## src/rtl/tanh_pkg.sv

```systemverilog
// Shared types and constants for the tanh input sequencer and its FIFO.
package tanh_pkg;

   localparam int DEPTH_DEFAULT   = 4;
   localparam int TIMEOUT_DEFAULT = 64;

   localparam logic [15:0] ONE_Q15  = 16'h7FFF;
   localparam logic [15:0] ZERO_Q15 = 16'h0000;

   typedef enum logic [1:0] {
      IDLE  = 2'd0,
      ISSUE = 2'd1,
      WAIT  = 2'd2,
      OUT   = 2'd3
   } seq_state_e;

   // |x| in Q1.15; -1.0 has no positive counterpart, so it clamps to just under 1.0.
   function automatic logic [15:0] satMagnitude(input logic [15:0] x);
      if (x == 16'h8000) begin
         return ONE_Q15;
      end else if (x[15]) begin
         return ~x + 16'd1;
      end else begin
         return x;
      end
   endfunction

endpackage

```

## src/rtl/tanh_fifo.sv

```systemverilog
// Small synchronous FIFO buffering input samples; DEPTH must be a power of two (>= 2).
module tanh_fifo #(
   parameter int DEPTH = 4,
   parameter int WIDTH = 16
) (
   input  logic                         clk,
   input  logic                         rst_n,
   input  logic                         push_i,
   input  logic [WIDTH-1:0]             data_i,
   input  logic                         pop_i,
   output logic [WIDTH-1:0]             data_o,
   output logic                         full_o,
   output logic                         empty_o,
   output logic [$clog2(DEPTH+1)-1:0]   count_o
);
   localparam int PTR_W = $clog2(DEPTH);
   localparam int CNT_W = $clog2(DEPTH + 1);

   logic [WIDTH-1:0] mem_q [DEPTH];
   logic [PTR_W-1:0] wrPtr_q, wrPtr_d, rdPtr_q, rdPtr_d;
   logic [CNT_W-1:0] count_q, count_d;
   logic doPush, doPop;

   assign full_o  = (count_q == CNT_W'(DEPTH));
   assign empty_o = (count_q == '0);
   assign count_o = count_q;
   assign data_o  = mem_q[rdPtr_q];
   assign doPush  = push_i && !full_o;
   assign doPop   = pop_i && !empty_o;

   // Pointers wrap naturally because DEPTH is a power of two.
   always_comb begin
      wrPtr_d = wrPtr_q;
      rdPtr_d = rdPtr_q;
      count_d = count_q;
      if (doPush) wrPtr_d = wrPtr_q + PTR_W'(1);
      if (doPop)  rdPtr_d = rdPtr_q + PTR_W'(1);
      if (doPush && !doPop) count_d = count_q + CNT_W'(1);
      else if (doPop && !doPush) count_d = count_q - CNT_W'(1);
   end

   always_ff @(posedge clk or negedge rst_n) begin
      if (!rst_n) begin
         wrPtr_q <= '0;
         rdPtr_q <= '0;
         count_q <= '0;
      end else begin
         wrPtr_q <= wrPtr_d;
         rdPtr_q <= rdPtr_d;
         count_q <= count_d;
      end
   end

   always_ff @(posedge clk) begin
      if (doPush) mem_q[wrPtr_q] <= data_i;
   end

endmodule

```

## src/rtl/tanh_input_sequencer.sv

```systemverilog
// Feeds signed Q1.15 samples through an unsigned tanh core: buffers input, issues |x|,
// restores the sign on the result, and reports an error if the core never answers.
module tanh_input_sequencer
   import tanh_pkg::*;
#(
   parameter int DEPTH   = DEPTH_DEFAULT,
   parameter int TIMEOUT = TIMEOUT_DEFAULT
) (
   input  logic        clk,
   input  logic        rst_n,
   input  logic        in_valid,
   input  logic [15:0] in_data,
   output logic        in_ready,
   output logic        core_start,
   output logic [15:0] core_x,
   input  logic        core_done,
   input  logic [15:0] core_y,
   output logic        out_valid,
   output logic [15:0] out_data,
   output logic        out_err,
   input  logic        out_ready
);
   localparam int CNT_W = $clog2(DEPTH + 1);
   localparam int TMR_W = (TIMEOUT > 1) ? $clog2(TIMEOUT) : 1;
   localparam logic [TMR_W-1:0] TMR_LAST = TMR_W'(TIMEOUT - 1);

   seq_state_e       state_q, state_d;
   logic             readyEn_q;
   logic             fifoPush, fifoPop, fifoFull, fifoEmpty;
   logic [15:0]      fifoHead;
   logic [CNT_W-1:0] unusedCount;
   logic             sign_q, sign_d;
   logic [15:0]      mag_q, mag_d;
   logic [15:0]      outData_q, outData_d;
   logic             outErr_q, outErr_d;
   logic [TMR_W-1:0] timer_q, timer_d;
   logic             timerExpired;

   // Holds in_ready low through reset and releases it on the first clock afterwards.
   always_ff @(posedge clk or negedge rst_n) begin
      if (!rst_n) readyEn_q <= 1'b0;
      else        readyEn_q <= 1'b1;
   end

   assign in_ready = readyEn_q && !fifoFull;
   assign fifoPush = in_valid && in_ready;

   tanh_fifo #(
      .DEPTH (DEPTH),
      .WIDTH (16)
   ) u_fifo (
      .clk     (clk),
      .rst_n   (rst_n),
      .push_i  (fifoPush),
      .data_i  (in_data),
      .pop_i   (fifoPop),
      .data_o  (fifoHead),
      .full_o  (fifoFull),
      .empty_o (fifoEmpty),
      .count_o (unusedCount)
   );

   assign timerExpired = (state_q == WAIT) && (timer_q == TMR_LAST);

   always_ff @(posedge clk or negedge rst_n) begin
      if (!rst_n) state_q <= IDLE;
      else        state_q <= state_d;
   end

   always_comb begin
      state_d = state_q;
      case (state_q)
         IDLE:    if (!fifoEmpty) state_d = (fifoHead == ZERO_Q15) ? OUT : ISSUE;
         ISSUE:   state_d = WAIT;
         WAIT:    if (core_done || timerExpired) state_d = OUT;
         OUT:     if (out_ready) state_d = IDLE;
         default: state_d = IDLE;
      endcase
   end

   always_comb begin
      fifoPop    = 1'b0;
      core_start = 1'b0;
      out_valid  = 1'b0;
      case (state_q)
         IDLE:    fifoPop = !fifoEmpty;
         ISSUE:   core_start = 1'b1;
         OUT:     out_valid = 1'b1;
         default: ;
      endcase
   end

   // A zero sample skips the core, so its (zero) result is staged at pop time.
   always_comb begin
      sign_d    = sign_q;
      mag_d     = mag_q;
      outData_d = outData_q;
      outErr_d  = outErr_q;
      timer_d   = '0;
      if (fifoPop) begin
         sign_d    = fifoHead[15];
         mag_d     = satMagnitude(fifoHead);
         outData_d = ZERO_Q15;
         outErr_d  = 1'b0;
      end
      if (state_q == WAIT) begin
         if (core_done) begin
            outData_d = sign_q ? (~core_y + 16'd1) : core_y;
            outErr_d  = 1'b0;
         end else if (timerExpired) begin
            outData_d = ZERO_Q15;
            outErr_d  = 1'b1;
         end else begin
            timer_d = timer_q + TMR_W'(1);
         end
      end
   end

   always_ff @(posedge clk or negedge rst_n) begin
      if (!rst_n) begin
         sign_q    <= 1'b0;
         mag_q     <= ZERO_Q15;
         outData_q <= ZERO_Q15;
         outErr_q  <= 1'b0;
         timer_q   <= '0;
      end else begin
         sign_q    <= sign_d;
         mag_q     <= mag_d;
         outData_q <= outData_d;
         outErr_q  <= outErr_d;
         timer_q   <= timer_d;
      end
   end

   assign core_x   = mag_q;
   assign out_data = outData_q;
   assign out_err  = outErr_q;

endmodule

```

## config.mk

```make
export PLATFORM = sky130hd
export DESIGN_NAME = tanh_input_sequencer
export DESIGN_NICKNAME = d
export VERILOG_FILES = /design/src/rtl/tanh_pkg.sv /design/src/rtl/tanh_fifo.sv /design/src/rtl/tanh_input_sequencer.sv
export SDC_FILE = /design/constraint.sdc
export NUM_CORES = 1
export LEC_CHECK = 0
export ABC_CLOCK_PERIOD_IN_PS = 4700
export CAP_MARGIN = 20
export CORE_ASPECT_RATIO = 2
export CORE_MARGIN = 5
export CORE_UTILIZATION = 50
export CTS_CLUSTER_DIAMETER = 60
export DETAILED_ROUTE_END_ITERATION = 8
export GPL_TIMING_DRIVEN = 1
export PLACE_DENSITY = 0.81
export SLEW_MARGIN = 20
export SYNTH_ARGS = -nofsm -noshare
export SYNTH_HDL_FRONTEND = slang
export SYNTH_SLANG_ARGS = --single-unit
```

## constraint.sdc

```tcl
create_clock -name clk -period 4.7 [get_ports clk]
set_input_delay 0.47 -clock clk [delete_from_list [all_inputs] [get_ports clk]]
set_output_delay 0.47 -clock clk [all_outputs]
set_load 0.01 [all_outputs]
```

== Word level (Yosys, flattened, before mapping) ==
Memory sizes are Yosys's and may differ from the RTL's.
Cells that the tools add are included.

* Add/subtract/negate cells: 7
* Equal/unequal tests: 9
* Mux-type cells: 26
* Bitwise gates (word level): 2
* Reductions and logical operators: 17

{| class="wikitable"
|+ Operators by type and width
! kind !! number
|-
| $mux W16 || 7
|-
| $add A16 B1 Y16 const B || 2
|-
| $not A16 Y16 || 2
|-
| $mux W6 || 3
|-
| $eq A16 B16 Y1 const B || 1
|-
| $logic_not A16 Y1 || 1
|-
| $mux W1 || 9
|-
| $mux W2 || 4
|-
| $pmux W2 S4 || 1
|-
| $logic_and A1 B1 Y1 || 7
|-
| $add A6 B1 Y6 const B || 1
|-
| $eq A6 B6 Y1 const B || 1
|-
| $mux W3 || 2
|-
| $ne A2 B2 Y1 const B || 3
|-
| $add A2 B1 Y2 const B || 2
|-
| $eq A2 B2 Y1 const B || 2
|-
| $logic_not A1 Y1 || 4
|-
| $add A3 B1 Y3 const B || 1
|-
| $eq A3 B3 Y1 const B || 1
|-
| $logic_not A3 Y1 || 1
|-
| $reduce_and A3 Y1 || 1
|-
| $sub A3 B1 Y3 const B || 1
|-
| $eq A2 B1 Y1 const B || 1
|-
| $logic_not A2 Y1 || 1
|-
| other kinds (2) || 2
|}

* Flip-flop bits (word level): 50
* Memory bits (writable): 64
* Output and inout bits: 36
* Logic and storage cells: 72
* Memories: 1

{| class="wikitable"
|+ Memory list
! name !! words !! width !! read ports !! clocked after Yosys merged registers in !! write ports !! line !! text
|-
| u_fifo.mem_q || 4 || 16 || 1 || 0 || 1 || tanh_fifo.sv:19 || <nowiki>logic [WIDTH-1:0] mem_q [DEPTH];</nowiki>
|}

== Longest topological paths before layout ==
* Depth after elaboration: 9
* Depth in mapped cells: 12

== Modules after synthesis ==
A second synthesis with hierarchy kept.

* Cell total of the unflattened synthesis: 401
* Area total of the unflattened synthesis: 5,211.2 sq um

{| class="wikitable"
|+ By module, submodules not included
! module !! instances !! cells each !! area each (sq um)
|-
| tanh_fifo || 1 || 120 || 2,778.9
|-
| tanh_input_sequencer || 1 || 281 || 2,432.3
|}

== Least setup slack after synthesis ==
No wires, ideal clock.

* Path kind: register -> register
* Start point: register u_fifo.rdPtr_q[0]
* End point: register mag_q[14] (netlist: core_x[14])
* Data arrival time: 2.437 ns
* Slack: 2.137 ns
* Stages on the path, launching flop included: 11
* Path buffers: 4
* Clock period less this slack: 2.563 ns
* Cell sequence: dfrtp_1 buf_6 buf_8 buf_2 mux4_2 inv_1 ha_1 clkbuf_1 nand4_1 mux2i_1 o32a_1

* Word-level cells in the longest chain between the ends: 5
* Elaborated cells between the ends (all ways): 6
* Those cells by class: add/sub: 1; eq/ne: 1; mux: 2; bitwise: 1; memory: 1

{| class="wikitable"
|+ RTL lines
! what !! line !! text
|-
| start, declared || tanh_fifo.sv:20 || <nowiki>logic [PTR_W-1:0] wrPtr_q, wrPtr_d, rdPtr_q, rdPtr_d;</nowiki>
|-
| start signal, assigned || tanh_fifo.sv:49 || <nowiki>rdPtr_q <= rdPtr_d;</nowiki>
|-
| $mem_v2 Z4 W16 * || -- ||
|-
| $not A16 Y16 || tanh_pkg.sv:22 || <nowiki>return ~x + 16'd1;</nowiki>
|-
| $add A16 B1 Y16 || tanh_pkg.sv:22 ||
|-
| $mux W16 || tanh_pkg.sv:21 || <nowiki>end else if (x[15]) begin</nowiki>
|-
| $mux W16 * || tanh_pkg.sv:19 || <nowiki>if (x == 16'h8000) begin</nowiki>
|-
| end signal, assigned || tanh_input_sequencer.sv:128 || <nowiki>mag_q <= mag_d;</nowiki>
|-
| end, declared || tanh_input_sequencer.sv:33 || <nowiki>logic [15:0] mag_q, mag_d;</nowiki>
|}

Mark *: on every way between the ends. The rest lies on a longest branch, timed or not.
A chain may end at the register's enable or synchronous reset.

== Final worst setup path ==
Same ends and word-level chain as after synthesis.

==> reports/results.ini <==
[status]
status = complete, no violations

[yosys]
synth_top_area_cell = edfxtp_1
synthArstFlopShare_pct = 43.9
netlist.area_leader.share_pct = 36.4
ys_ff_latch = 114
yosys_most_used_dff = edfxtp_1
netlist_area_um2 = 5280
synthTopCellsByArea = edfxtp_1 (36%), dfrtp_1 (24%), mux4_2 (6.8%)
seq_area_frac_synth_pct = 60.2
syn_avg_cell_area_um2 = 13.4
synthTopCellsByCount = edfxtp_1 (64), dfrtp_1 (50), nand2_1 (34)
synth_cells = 393
yosysWarningCount = 0
synth.most_common_cell = edfxtp_1
synth_nets = 443
synth.distinct_cells = 56
synth_edf_count = 64

[clock_tree]
clock_sinks = 114
cts_root_buf = clkbuf_16
holdBufCountCts = 0
cts.path.max_buffers = 2
cts_resized = 0
post_cts.repair.setup_buffers = 0
cts_inserted_buffers = 17
cts_htree_levels = 4
cts_tree = built
clock_latency_ps = 410
cts.clk_slew.worst_paths_ps = 60

[critical_path]
critPathCaptureType = flip-flop
rrSetupSlack_ps = 1690
timing.rr.end = core_x[14]
cp_cell_sequence = buf_4 > mux4_2 > inv_1 > ha_1 > nand4_1 > mux2i_1 > o32a_1
path_class = flip-flop to flip-flop
r2r-start = u_fifo.rdPtr_q[0]
worstPathArrival_ps = 3310
startpoint_type = flip-flop
cpPeakStageDelay_ps = 960
path_max_fanout = 17
critPathSlowestCell = dfrtp_1
crit_required_ps = 5000
r2r_cells = 7

[cells_and_area]
fin_util_pct = 64.8
area_growth_pct = 27.8
instances_no_fill = 621
antenna_cells = 0
nNetsFinal = 521
final_cell_area_um2 = 6740
drive_gt1_share_pct = 13.6

[power]
seqPwrFrac_pct = 33.1
cellLeakagePower_nw = 2.54
p_total_mw = 4.55
ir_drop_mv = 0.349
net-switching-power_mw = 1.53
power.density_nw_per_um2 = 674
switching_share_pct = 33.6
p_clk_share_pct = 30.2
pwr-share-comb_pct = 36.6
internal-power_mw = 3.02

[die]
io_pins = 73
die_y_um = 155
start_util_pct = 50.7
die_area_um2 = 12800
placementRows = 53
die_w_um = 82.6
core_um2 = 10400

[placed_design]
port_buffers = 72
dpl_cell_area_um2 = 6100
gp_congestion = 0.846
dp.cells = 589
dpl.hpwl_mm = 8.05

[sta]
period_share_pct = 64.1
finalSetupViolCount = 0
hold_viol_final = 0
rsz0062_at_grt = false
tns_ps = 0
report.final.slew_viol_count = 0
worstMarginPinSlew_ps = 951
fin_crit_ps = 3010
slew_headroom_pct = 36.6
fmax_ghz = 0.332
finClkSkew_ps = 10.0

[grt]
grt_pass1_wl_mm = 18.2
grt_max_degree = 51
grt_overflow = 0
track_usage_pct = 19.2
grt_pass1_vias = 3791
grt_antenna_before_repair = 0

[worst_hold_path]
min_path_type = input port to async pin

[routing]
drt-initial-drc-count = 163
drtPass1Iterations = 4
drc = 0
wirelength_mm = 11.2
drtAntennaViolNets = 0
vias_per_cell = 5.58
post_drt_wl_per_cell_um = 18.0
via_count = 3464

[run]
maxCapViolations = 0

-- worst max-delay path by stage --
stage / start / to / slack [ps] / cells after the start
floorplan: u_fifo.rdPtr_q[0] / core_x[14] / 2140 / 10
global placement: u_fifo.rdPtr_q[0] / core_x[14] / 1700 / 7
detailed placement: u_fifo.rdPtr_q[0] / core_x[14] / 1650 / 7
CTS: u_fifo.rdPtr_q[0] / core_x[14] / 1630 / 7
global route: u_fifo.rdPtr_q[0] / core_x[12] / 1440 / 7
finish: u_fifo.rdPtr_q[0] / core_x[14] / 1690 / 7
-- through the flow --
stage	setup WS, ps	hold slack (ps)
2_1_floorplan	2140	174
3_3_place_gp	1700	447
3_5_place_dp	1650	466
4_1_cts	1630	296
5_1_grt	1440	125
6_report	1690	74.8
-- metal layers --
layer / part of all wire [%] / GRT usage, % / up-vias / wire length, um
li1: - / - / 1606 / -
met1: 35 / 19.2 / 1733 / 3960
met2: 57 / 35.5 / 101 / 6400
met3: 4.8 / 5.04 / 24 / 532
met4: 2.8 / 8.73 / 0 / 310
met5: 0 / 0 / - / 0
-- worst max-delay path, delay by kind of cell, from the launching register on --
family | cells | cell delay [ps]
flops | 1 | 960
buf+inv | 2 | 410
fa+ha+maj | 1 | 350
simple gates | 1 | 150
mux | 2 | 690
compound gates | 1 | 320
-- power groups by stage --
stage / clock, mW / sequential [mW] / combinational (mW)
5_1_grt: 1.44 / 1.54 / 1.82
6_report: 1.37 / 1.51 / 1.66
2_1_floorplan: 0 / 1.45 / 1.17
3_5_place_dp: 0 / 1.53 / 1.66
3_3_place_gp: 0 / 1.51 / 1.60
4_1_cts: 1.40 / 1.51 / 1.67
-- final cells by class --
class | instances | area (um^2)
clock buffer | 17 | 425
clock inverter | 15 | 215
fill | 791 | 3670
inverter | 13 | 48.8
multi-input combinational | 251 | 1970
sequential | 114 | 3170
tap | 137 | 171
timing repair buffer | 74 | 733
-- cell usage in the layout, fill, tap and decap left out, drive strengths merged, types with 4 or more instances in the layout --
cell	n
clkdlybuf4s50	71
edfxtp	64
dfrtp	50
nand2	34
nor2	29
o21ai	24
clkbuf	17
mux4	17
a21oi	17
xor2	16
xnor2	16
inv	13
ha	12
and3	9
mux2i	7
o31ai	6
nand2b	6
a31oi	6
clkinv	6
nor3	5
nand3	5
bufinv	5
nor2b	4
clkinvlp	4
-- registers in the layout, summed over array words and instances, names as in the netlist --
signal,cells
core_x,16
out_data,16
out_err,1
readyEn_q,1
sign_q,1
state_q,2
timer_q,6
u_fifo.count_o,3
u_fifo.mem_q,64
u_fifo.rdPtr_q,2
u_fifo.wrPtr_q,2
-- cells by family (layout without fill, tap and decap cells) --
family | count (synthesis) | in the layout | synth area share (%)
simple gates | 108 | 108 | 10.5
buf+inv | 28 | 119 | 2.42
flops | 114 | 114 | 60.2
compound gates | 70 | 70 | 9.01
mux | 27 | 27 | 9.30
fa+ha+maj | 13 | 13 | 3.23
xor+xnor | 32 | 32 | 5.31
other cells | 1 | 1 | 0.0711
Power figures use the tool's default switching activity.
